## src/rtl/task_2_down_counter.sv

```systemverilog
// -----------------------------------------------------------------------------
// task_2_down_counter
//
// Loadable down-counter / timer. A start value is loaded, the count decrements
// by one on each enabled cycle, and expiry is flagged by the terminal-count
// output tc, which is high for the one cycle the FSM spends in EXPIRE.
// The timer is the counting-down partner of the loadable up-counter and is
// used as a programmable delay or timeout generator.
//
// Build option:
//   AUTO_RELOAD_EN  undefined -> one-shot: EXPIRE always returns to IDLE and
//                                cnt_out stays at 0.
//                   defined   -> periodic: the terminal decrement reloads the
//                                last loaded value, and EXPIRE counts exactly
//                                like RUN.
//
// Handshake: there is no valid/ready pair. load and enab are level controls
// sampled at every posedge, with priority rst > load > enab. cnt_in is only
// looked at when load=1.
//
// Ports:
//   clk      in   1      single clock, all state changes on posedge
//   rst      in   1      synchronous active-high reset, highest priority
//   load     in   1      load cnt_in into the counter (wins over enab)
//   enab     in   1      count enable, decrements by 1 per cycle in RUN
//   cnt_in   in   WIDTH  load value
//   cnt_out  out  WIDTH  current count (registered)
//   tc       out  1      terminal-count pulse, high only in EXPIRE
//   busy     out  1      high in RUN or EXPIRE (timer armed)
// -----------------------------------------------------------------------------
module task_2_down_counter #(
    parameter int WIDTH = 4
) (
    input  logic             clk,
    input  logic             rst,
    input  logic             load,
    input  logic             enab,
    input  logic [WIDTH-1:0] cnt_in,
    output logic [WIDTH-1:0] cnt_out,
    output logic             tc,
    output logic             busy
);

    typedef enum logic [1:0] {
        IDLE   = 2'd0,
        RUN    = 2'd1,
        EXPIRE = 2'd2
    } state_t;

    localparam logic [WIDTH-1:0] ONE  = {{(WIDTH-1){1'b0}}, 1'b1};
    localparam logic [WIDTH-1:0] ZERO = '0;

    state_t           state;
    logic [WIDTH-1:0] reload_val;

`ifdef AUTO_RELOAD_EN
    // The terminal decrement restarts the period from the last loaded value.
    localparam logic AUTO_RELOAD = 1'b1;
`else
    localparam logic AUTO_RELOAD = 1'b0;
`endif

    // What cnt_out becomes on the terminal decrement (1 -> expiry).
    logic [WIDTH-1:0] terminal_val;
    assign terminal_val = AUTO_RELOAD ? reload_val : ZERO;

    // tc and busy are registered together with the state, so they always
    // match the state the FSM is in (Moore outputs).
    always_ff @(posedge clk) begin
        if (rst) begin
            state      <= IDLE;
            cnt_out    <= ZERO;
            reload_val <= ZERO;
            tc         <= 1'b0;
            busy       <= 1'b0;
        end else if (load) begin
            cnt_out    <= cnt_in;
            reload_val <= cnt_in;
            // A zero load disarms the timer without any tc pulse.
            if (cnt_in != ZERO) begin
                state <= RUN;
                busy  <= 1'b1;
            end else begin
                state <= IDLE;
                busy  <= 1'b0;
            end
            tc <= 1'b0;
        end else begin
            case (state)
                IDLE: begin
                    // enab is ignored and the count holds.
                    tc   <= 1'b0;
                    busy <= 1'b0;
                end

                RUN: begin
                    busy <= 1'b1;
                    // cnt_out is never 0 in RUN (only reached via terminal
                    // or load), so no underflow path exists.
                    if (enab && cnt_out == ONE) begin
                        cnt_out <= terminal_val;
                        state   <= EXPIRE;
                        tc      <= 1'b1;
                    end else begin
                        if (enab && cnt_out > ONE) begin
                            cnt_out <= cnt_out - ONE;
                        end
                        tc <= 1'b0;
                    end
                end

                EXPIRE: begin
                    if (!AUTO_RELOAD) begin
                        // One-shot: leave after exactly one cycle, count
                        // stays at 0.
                        state <= IDLE;
                        tc    <= 1'b0;
                        busy  <= 1'b0;
                    end else begin
                        // Periodic: behave as RUN. A reload value of 1
                        // expires again on every enabled cycle, keeping
                        // the FSM (and tc) in EXPIRE.
                        busy <= 1'b1;
                        if (enab && cnt_out == ONE) begin
                            cnt_out <= terminal_val;
                            state   <= EXPIRE;
                            tc      <= 1'b1;
                        end else begin
                            if (enab && cnt_out > ONE) begin
                                cnt_out <= cnt_out - ONE;
                            end
                            state <= RUN;
                            tc    <= 1'b0;
                        end
                    end
                end

                default: begin
                    state <= IDLE;
                    tc    <= 1'b0;
                    busy  <= 1'b0;
                end
            endcase
        end
    end

endmodule

```

## config.mk

```make
export PLATFORM = sky130hd
export DESIGN_NAME = task_2_down_counter
export DESIGN_NICKNAME = d
export VERILOG_FILES = /design/src/rtl/task_2_down_counter.sv
export SDC_FILE = /design/constraint.sdc
export NUM_CORES = 1
export LEC_CHECK = 0
export CORE_AREA = 2 2 39 41
export DETAILED_ROUTE_END_ITERATION = 12
export DIE_AREA = 0 0 41 43
export HOLD_SLACK_MARGIN = 0.15
export PLACE_DENSITY = 0.56
export SYNTH_ARGS = -nofsm -noshare
export SYNTH_HDL_FRONTEND = slang
export SYNTH_SLANG_ARGS = --single-unit
```

## constraint.sdc

```tcl
create_clock -name clk -period 1.7 [get_ports clk]
set_input_delay 0.34 -clock clk [delete_from_list [all_inputs] [get_ports clk]]
set_output_delay 0.34 -clock clk [all_outputs]
set_load 0.01 [all_outputs]
```

==> out/qor.txt <==
number of max-slew violations in the final report -> 0
worst clock skew on the final layout -> 0.00356 ns
deepest level of the CTS H-tree -> 1
most instantiated cells after synthesis -> 8 x sky130_fd_sc_hd__dfxtp_1, 3 x sky130_fd_sc_hd__a21oi_1, 3 x sky130_fd_sc_hd__inv_1, 3 x sky130_fd_sc_hd__nand2_1
final number of hold-violating endpoints -> 0
post-synthesis sequential area ratio -> 38.9%
MaxCap Viol Count -> 0
die width -> 41 um
I/O pin total -> 14
Arr. time, crit path -> 1.26 ns
Placed Cells -> 75
share of flip-flops with an asynchronous set or reset after synthesis -> 0%
Least-Margin Pin Slew -> 0.241 ns
CTS tree -> done
Initial Util -> 29.7%
min-delay src -> cnt_out[0]
clock root buffer -> sky130_fd_sc_hd__clkbuf_4
total negative slack -> 0 ns
# nets final -> 75
dominant cells by area after synthesis -> sky130_fd_sc_hd__dfxtp_1 39%, sky130_fd_sc_hd__ha_1 6.1%, sky130_fd_sc_hd__a21oi_1 3.6%
CP max-delay cell -> sky130_fd_sc_hd__clkdlybuf4s50_1
GRT overflow -> 0
critical path capture point type -> primary output
total of fill cells in the finished design -> 149
clock buffer depth -> 2
synthesized area per cell -> 9.15 um^2
area grow syn2layout -> 47.4%
critical path peak fanout -> 6
reg-to-reg startpoint -> cnt_out[0]
largest area contributor in the netlist -> sky130_fd_sc_hd__dfxtp_1
Clk Latency, worst-skew pair -> 0.25 ns
CORE AREA -> 1380 um^2
routing layer with the top usage in global route -> met2
worst hold-check path type -> flop to flop
number of buffers created by CTS -> 3
overall global routing resource usage -> 14.5%
worst vdd rail ir drop -> 304 uV
count of input and output buffers -> 13
filler-free cell count of the finished design -> 79
synthesized instance count -> 45
number of enable flip-flop cells after synthesis -> 0
worst slack at placement -> -0.0320 ns
Yosys Warn Count -> 0
result of the run -> complete, no violations
leakage power total -> 0.227 nW
antenna-violating nets left -> 0
time the final worst path needs with I/O delays and setup -> 1.60 ns
net count of the mapped netlist -> 55
drt initial violations -> 12
met3 Resource Use GR -> 7.85%
final clock period utilization by the worst path -> 94.1%
summed instance area of the synthesized netlist -> 412 um^2
wire length of the first global-routing pass -> 1640 um
number of global-route vias before repair -> 367
biggest cell delay along the critical path -> 0.58 ns
antenna diode instance count -> 0
WP buf/inv -> 1
Detail Placement HPWL -> 748 um
post-detailed-route via-to-cell ratio -> 5.13
Core Rows -> 14
met2 capacity usage during global routing -> 20.3%
vias post-DR -> 405
worst setup path class -> flop to primary output
minimum setup slack in the final design -> 0.0997 ns
crit path cell chain -> clkdlybuf4s50_1
height of the die -> 43 um
headroom to the max-slew limit -> 83.7%
number of distinct standard cells referenced by the synthesized netlist -> 27
hold endpoint -> cnt_out[0]
required arrival time at the worst endpoint -> 1.36 ns
routed length per instance -> 12.4 um
power per standard cell area -> 761 nW/um^2
# clock sinks -> 8
total detailed-routing wirelength -> 982 um
total iterations of the first detailed-routing run -> 4
weighted congestion at the end of routability-driven global placement -> 0.737
share of final-layout standard cells stronger than drive strength 1 -> 15.9%
Yosys top cell area share -> 38.9%
cell class contributing the biggest share of worst-path delay -> buffers and inverters
GRT met1 Usage -> 17.0%
post-synthesis register bit count -> 8
clock slew at reported path FFs -> 0.05 ns
worst flop-to-flop path endpoint -> cnt_out[3]
remaining design rule violation count -> 0
highest clock frequency the design can meet -> 625 MHz
reg2reg setup slack -> 0.11 ns
top flip-flop cell by instance count after synthesis -> sky130_fd_sc_hd__dfxtp_1
total of endpoints with negative setup slack in the final report -> 0
number of cells traversed by the worst register-to-register path -> 6
die footprint -> 1760 um^2
startpoint type of the worst setup path -> flop
number of antenna violations at the first check in global routing -> 0
number of instances on the worst hold path -> 2
top-count cell post-synth -> sky130_fd_sc_hd__dfxtp_1
total design power -> 0.462 mW
maximum number of pins on one net before global-route repair -> 11
through the flow:
step	util (%)	cell area, um^2	hold slack (ns)
6_report	43.9	607	0.504
5_1_grt	43.9	607	0.544
4_1_cts	43.0	596	0.495
3_5_place_dp	41.3	572	0.527
3_3_place_gp	41.3	572	0.508
2_1_floorplan	-	412	0.409
layer usage:
| metal | wire, um | share of wire (%) |
|---|---|---|
| met1 | 444 | 45 |
| met2 | 451 | 46 |
| met3 | 64 | 6.5 |
| met4 | 22 | 2.2 |
| met5 | 0 | 0 |
sequential cells by signal (all words and copies together) (netlist names):
name	cells
cnt_out	4
state	2
busy	1
tc	1
logic make-up (layout without fill, tap and decap cells):
kind of cell               Yosys count  after routing  synth area share (%)
AOI/OAI and AO/OA                   12             12                  22.2
adders and majority gates            2              2                  6.08
buffers and inverters                4             22                  3.95
DFF                                  8              8                  38.9
and+or+nand+nor                     19             19                  28.9
where the power goes:
part,switching [mW],internal [mW],total [mW]
sequential,0.0126,0.200,0.212
clock,0.0630,0.0807,0.144
combinational,0.0452,0.0609,0.106
total,0.121,0.341,0.462
layout by cell type, fill, tap and decap left out:
| master | Yosys | layout |
|---|---|---|
| sky130_fd_sc_hd__a21oi_1 | 3 | 3 |
| sky130_fd_sc_hd__inv_1 | 3 | 3 |
| sky130_fd_sc_hd__dfxtp_4 | 0 | 1 |
| sky130_fd_sc_hd__nand2_1 | 3 | 3 |
| sky130_fd_sc_hd__clkbuf_4 | 0 | 3 |
| sky130_fd_sc_hd__nor3_1 | 1 | 1 |
| sky130_fd_sc_hd__dfxtp_1 | 8 | 6 |
| sky130_fd_sc_hd__or3_1 | 1 | 1 |
| sky130_fd_sc_hd__a211oi_1 | 2 | 2 |
| sky130_fd_sc_hd__a221oi_1 | 1 | 1 |
| sky130_fd_sc_hd__nand3b_1 | 2 | 2 |
| sky130_fd_sc_hd__o21ai_0 | 1 | 1 |
| sky130_fd_sc_hd__or4_1 | 1 | 1 |
| sky130_fd_sc_hd__dfxtp_2 | 0 | 1 |
| sky130_fd_sc_hd__nand4b_1 | 1 | 1 |
| sky130_fd_sc_hd__nor3b_1 | 1 | 1 |
| sky130_fd_sc_hd__or2_1 | 0 | 1 |
| sky130_fd_sc_hd__o21ba_2 | 1 | 1 |
| sky130_fd_sc_hd__nor2b_1 | 2 | 2 |
| sky130_fd_sc_hd__buf_4 | 0 | 3 |
| sky130_fd_sc_hd__a211oi_2 | 1 | 1 |
| sky130_fd_sc_hd__nor4b_1 | 1 | 1 |
| sky130_fd_sc_hd__o31a_1 | 1 | 1 |
| sky130_fd_sc_hd__a311oi_1 | 1 | 1 |
| sky130_fd_sc_hd__and2_1 | 1 | 1 |
| sky130_fd_sc_hd__ha_1 | 2 | 2 |
| sky130_fd_sc_hd__and3_1 | 1 | 1 |
| sky130_fd_sc_hd__or4b_1 | 1 | 1 |
| sky130_fd_sc_hd__a22oi_1 | 1 | 1 |
| sky130_fd_sc_hd__clkdlybuf4s50_1 | 0 | 13 |
| sky130_fd_sc_hd__nor2_1 | 2 | 2 |
final cells by class:
class                   instances  area (um^2)  area share, %
repair buffers                 16          153           25.2
multi-input cells              33          235           38.8
well taps                      16         20.0           3.30
clock buffers                   3         22.5           3.71
flip-flops and latches          8          165           27.2
inverters                       3         11.3           1.86
worst max-delay path by stage:
| stage | from | to | slack, ns | depth (start not counted) |
|---|---|---|---|---|
| after global routing | cnt_out[0] | cnt_out[3] | -0.002 | 6 |
| after CTS | cnt_out[1] | cnt_out[3] | 0.03 | 6 |
| final | cnt_out[3] | cnt_out[3] | 0.1 | 1 |
| after floorplan | cnt_out[0] | cnt_out[3] | 0.1 | 6 |
| after global placement | cnt_out[0] | cnt_out[3] | 0.03 | 6 |
| after detailed placement | enab | cnt_out[3] | -0.03 | 5 |
timing repair:
| action | in CTS | in global routing |
|---|---|---|
| endpoints found under the setup margin | 1 | 1 |
| buffers inserted | 0 | 1 |
| gates resized for setup | 1 | 3 |
| hold buffers | 0 | 0 |
| pin swaps | 0 | 2 |
No activity file was read; power rests on OpenSTA's default activity.
==> patch (same flow settings) <==
The parameter `WIDTH` goes from 4 to 5.
--- a/src/rtl/task_2_down_counter.sv
+++ b/src/rtl/task_2_down_counter.sv
@@ -29,7 +29,7 @@
 //   busy     out  1      high in RUN or EXPIRE (timer armed)
 // -----------------------------------------------------------------------------
 module task_2_down_counter #(
-    parameter int WIDTH = 4
+    parameter int WIDTH = 5
 ) (
     input  logic             clk,
     input  logic             rst,
Interface: changed (resized cnt_in and cnt_out); port bits go from 14 to 16. The function was not compared with the original's and may differ.
==> patch against the unedited design <==
Routed wire length is 35% higher. Power is 23% higher. Sequential cell count is 1 higher. Combinational power is 52% higher. Global-route usage is 2.9 points higher. Worst setup slack better by 0.022 ns. Final area is 29% higher. Via count is 40% higher. Hold slack better by 0.070 ns. Synthesized area is 23% higher. Critical endpoint is now cnt_out[1].
==> patch: results (changes against the unedited design) <==
| Metric | Value |
|---|---|
| Largest regs | cnt_out (5), state (2) |
| Status | complete, no violations |
| Top cells by area, synth | dfxtp_1 36%, a21oi_1 6.9%, nor3_1 5.9% |
| Resized Gates After CTS | 0 (-1) |
| Total Wirelength | 1.33 mm (+35%) |
| Placed insts | 100 (+33%) |
| VDD IR max | 0.000386 V (+27%) |
| Initial DRC count | 16 (+4) |
| Clock skew | 0.000753 ns (-0.00281 ns) |
| GP Congestion | 0.779 (+5.7%) |
| GRT Resource Usage Total | 17.4% (+2.9 points) |
| Port bufs | 15 (+2) |
| Synth cell count leaders | 9 x dfxtp_1, 7 x a21oi_1, 6 x nor2_1, 6 x nor3_1, 3 x inv_1 |
| Syn Area/Cell | 8.29 µm² (-9.4%) |
| Comb_multi_in | 47 (+42%) |
| Post-DP HPWL | 1.03 mm (+37%) |
| Fin cells | 104 (+32%) |
| Drt via density | 5.46 (+6.5%) |
| Post-synthesis compound-gate area fraction | 23.0% (+0.83 points) |
| Non-clock buffer share | 28.8% (+3.6 points) |
| Vias in the first global route | 498 (+36%) |
| Sequential area share after synthesis | 35.6% (-3.3 points) |
| LEAKAGE | 0.299 nW (+32%) |
| DR WL met3 | 63 µm (-1.6%) |
| FF/Latch Area | 184 µm² (+11%) |
| Largest net degree at the start of global routing | 14 (+3) |
| DP Area | 743 µm² (+30%) |
| Final core utilization | 56.6% (+13 points) |
| Max_slew headroom | 82.4% (-1.4 points) |
| Clock buffer cells | 4 (+1) |
| Multiplexer share of the synthesized area | 2.23% (+2.2 points) |
| Multi-input combinational area share | 40.4% (+1.7 points) |
| Post-Syn Nets | 72 (+31%) |
[patch: worst paths after layout]
kind	start	to	slack (ns)	cells after the start
hold / removal	state[1]	state[1]	0.57	2
setup reg to reg	cnt_out[0]	cnt_out[4]	0.13	6
setup / recovery	cnt_out[1]	cnt_out[1]	0.12	2
hold reg to reg	state[1]	state[1]	0.57	2
[patch: per-layer routing]
metal	track usage, %	vias up
met4	8.00	0
met1	22.1	266
met3	3.14	2
li1	-	283
met2	27.2	17
met5	0	-
[patch: kinds of logic after synthesis]
family	count (synthesis)
flops	9
buf+inv	5
compound gates	17
mux	1
fa+ha+maj	2
simple gates	27
[patch: where the power goes]
group	internal, mW	switching, mW
clock	0.0905	0.0770
combinational	0.0912	0.0694
sequential	0.225	0.0152
total	0.407	0.162
[patch: critical path, stage by stage (launching register included)]
cell and delay (ns):
dfxtp_1 0.33, buf_4 0.13, clkdlybuf4s50_1 0.53
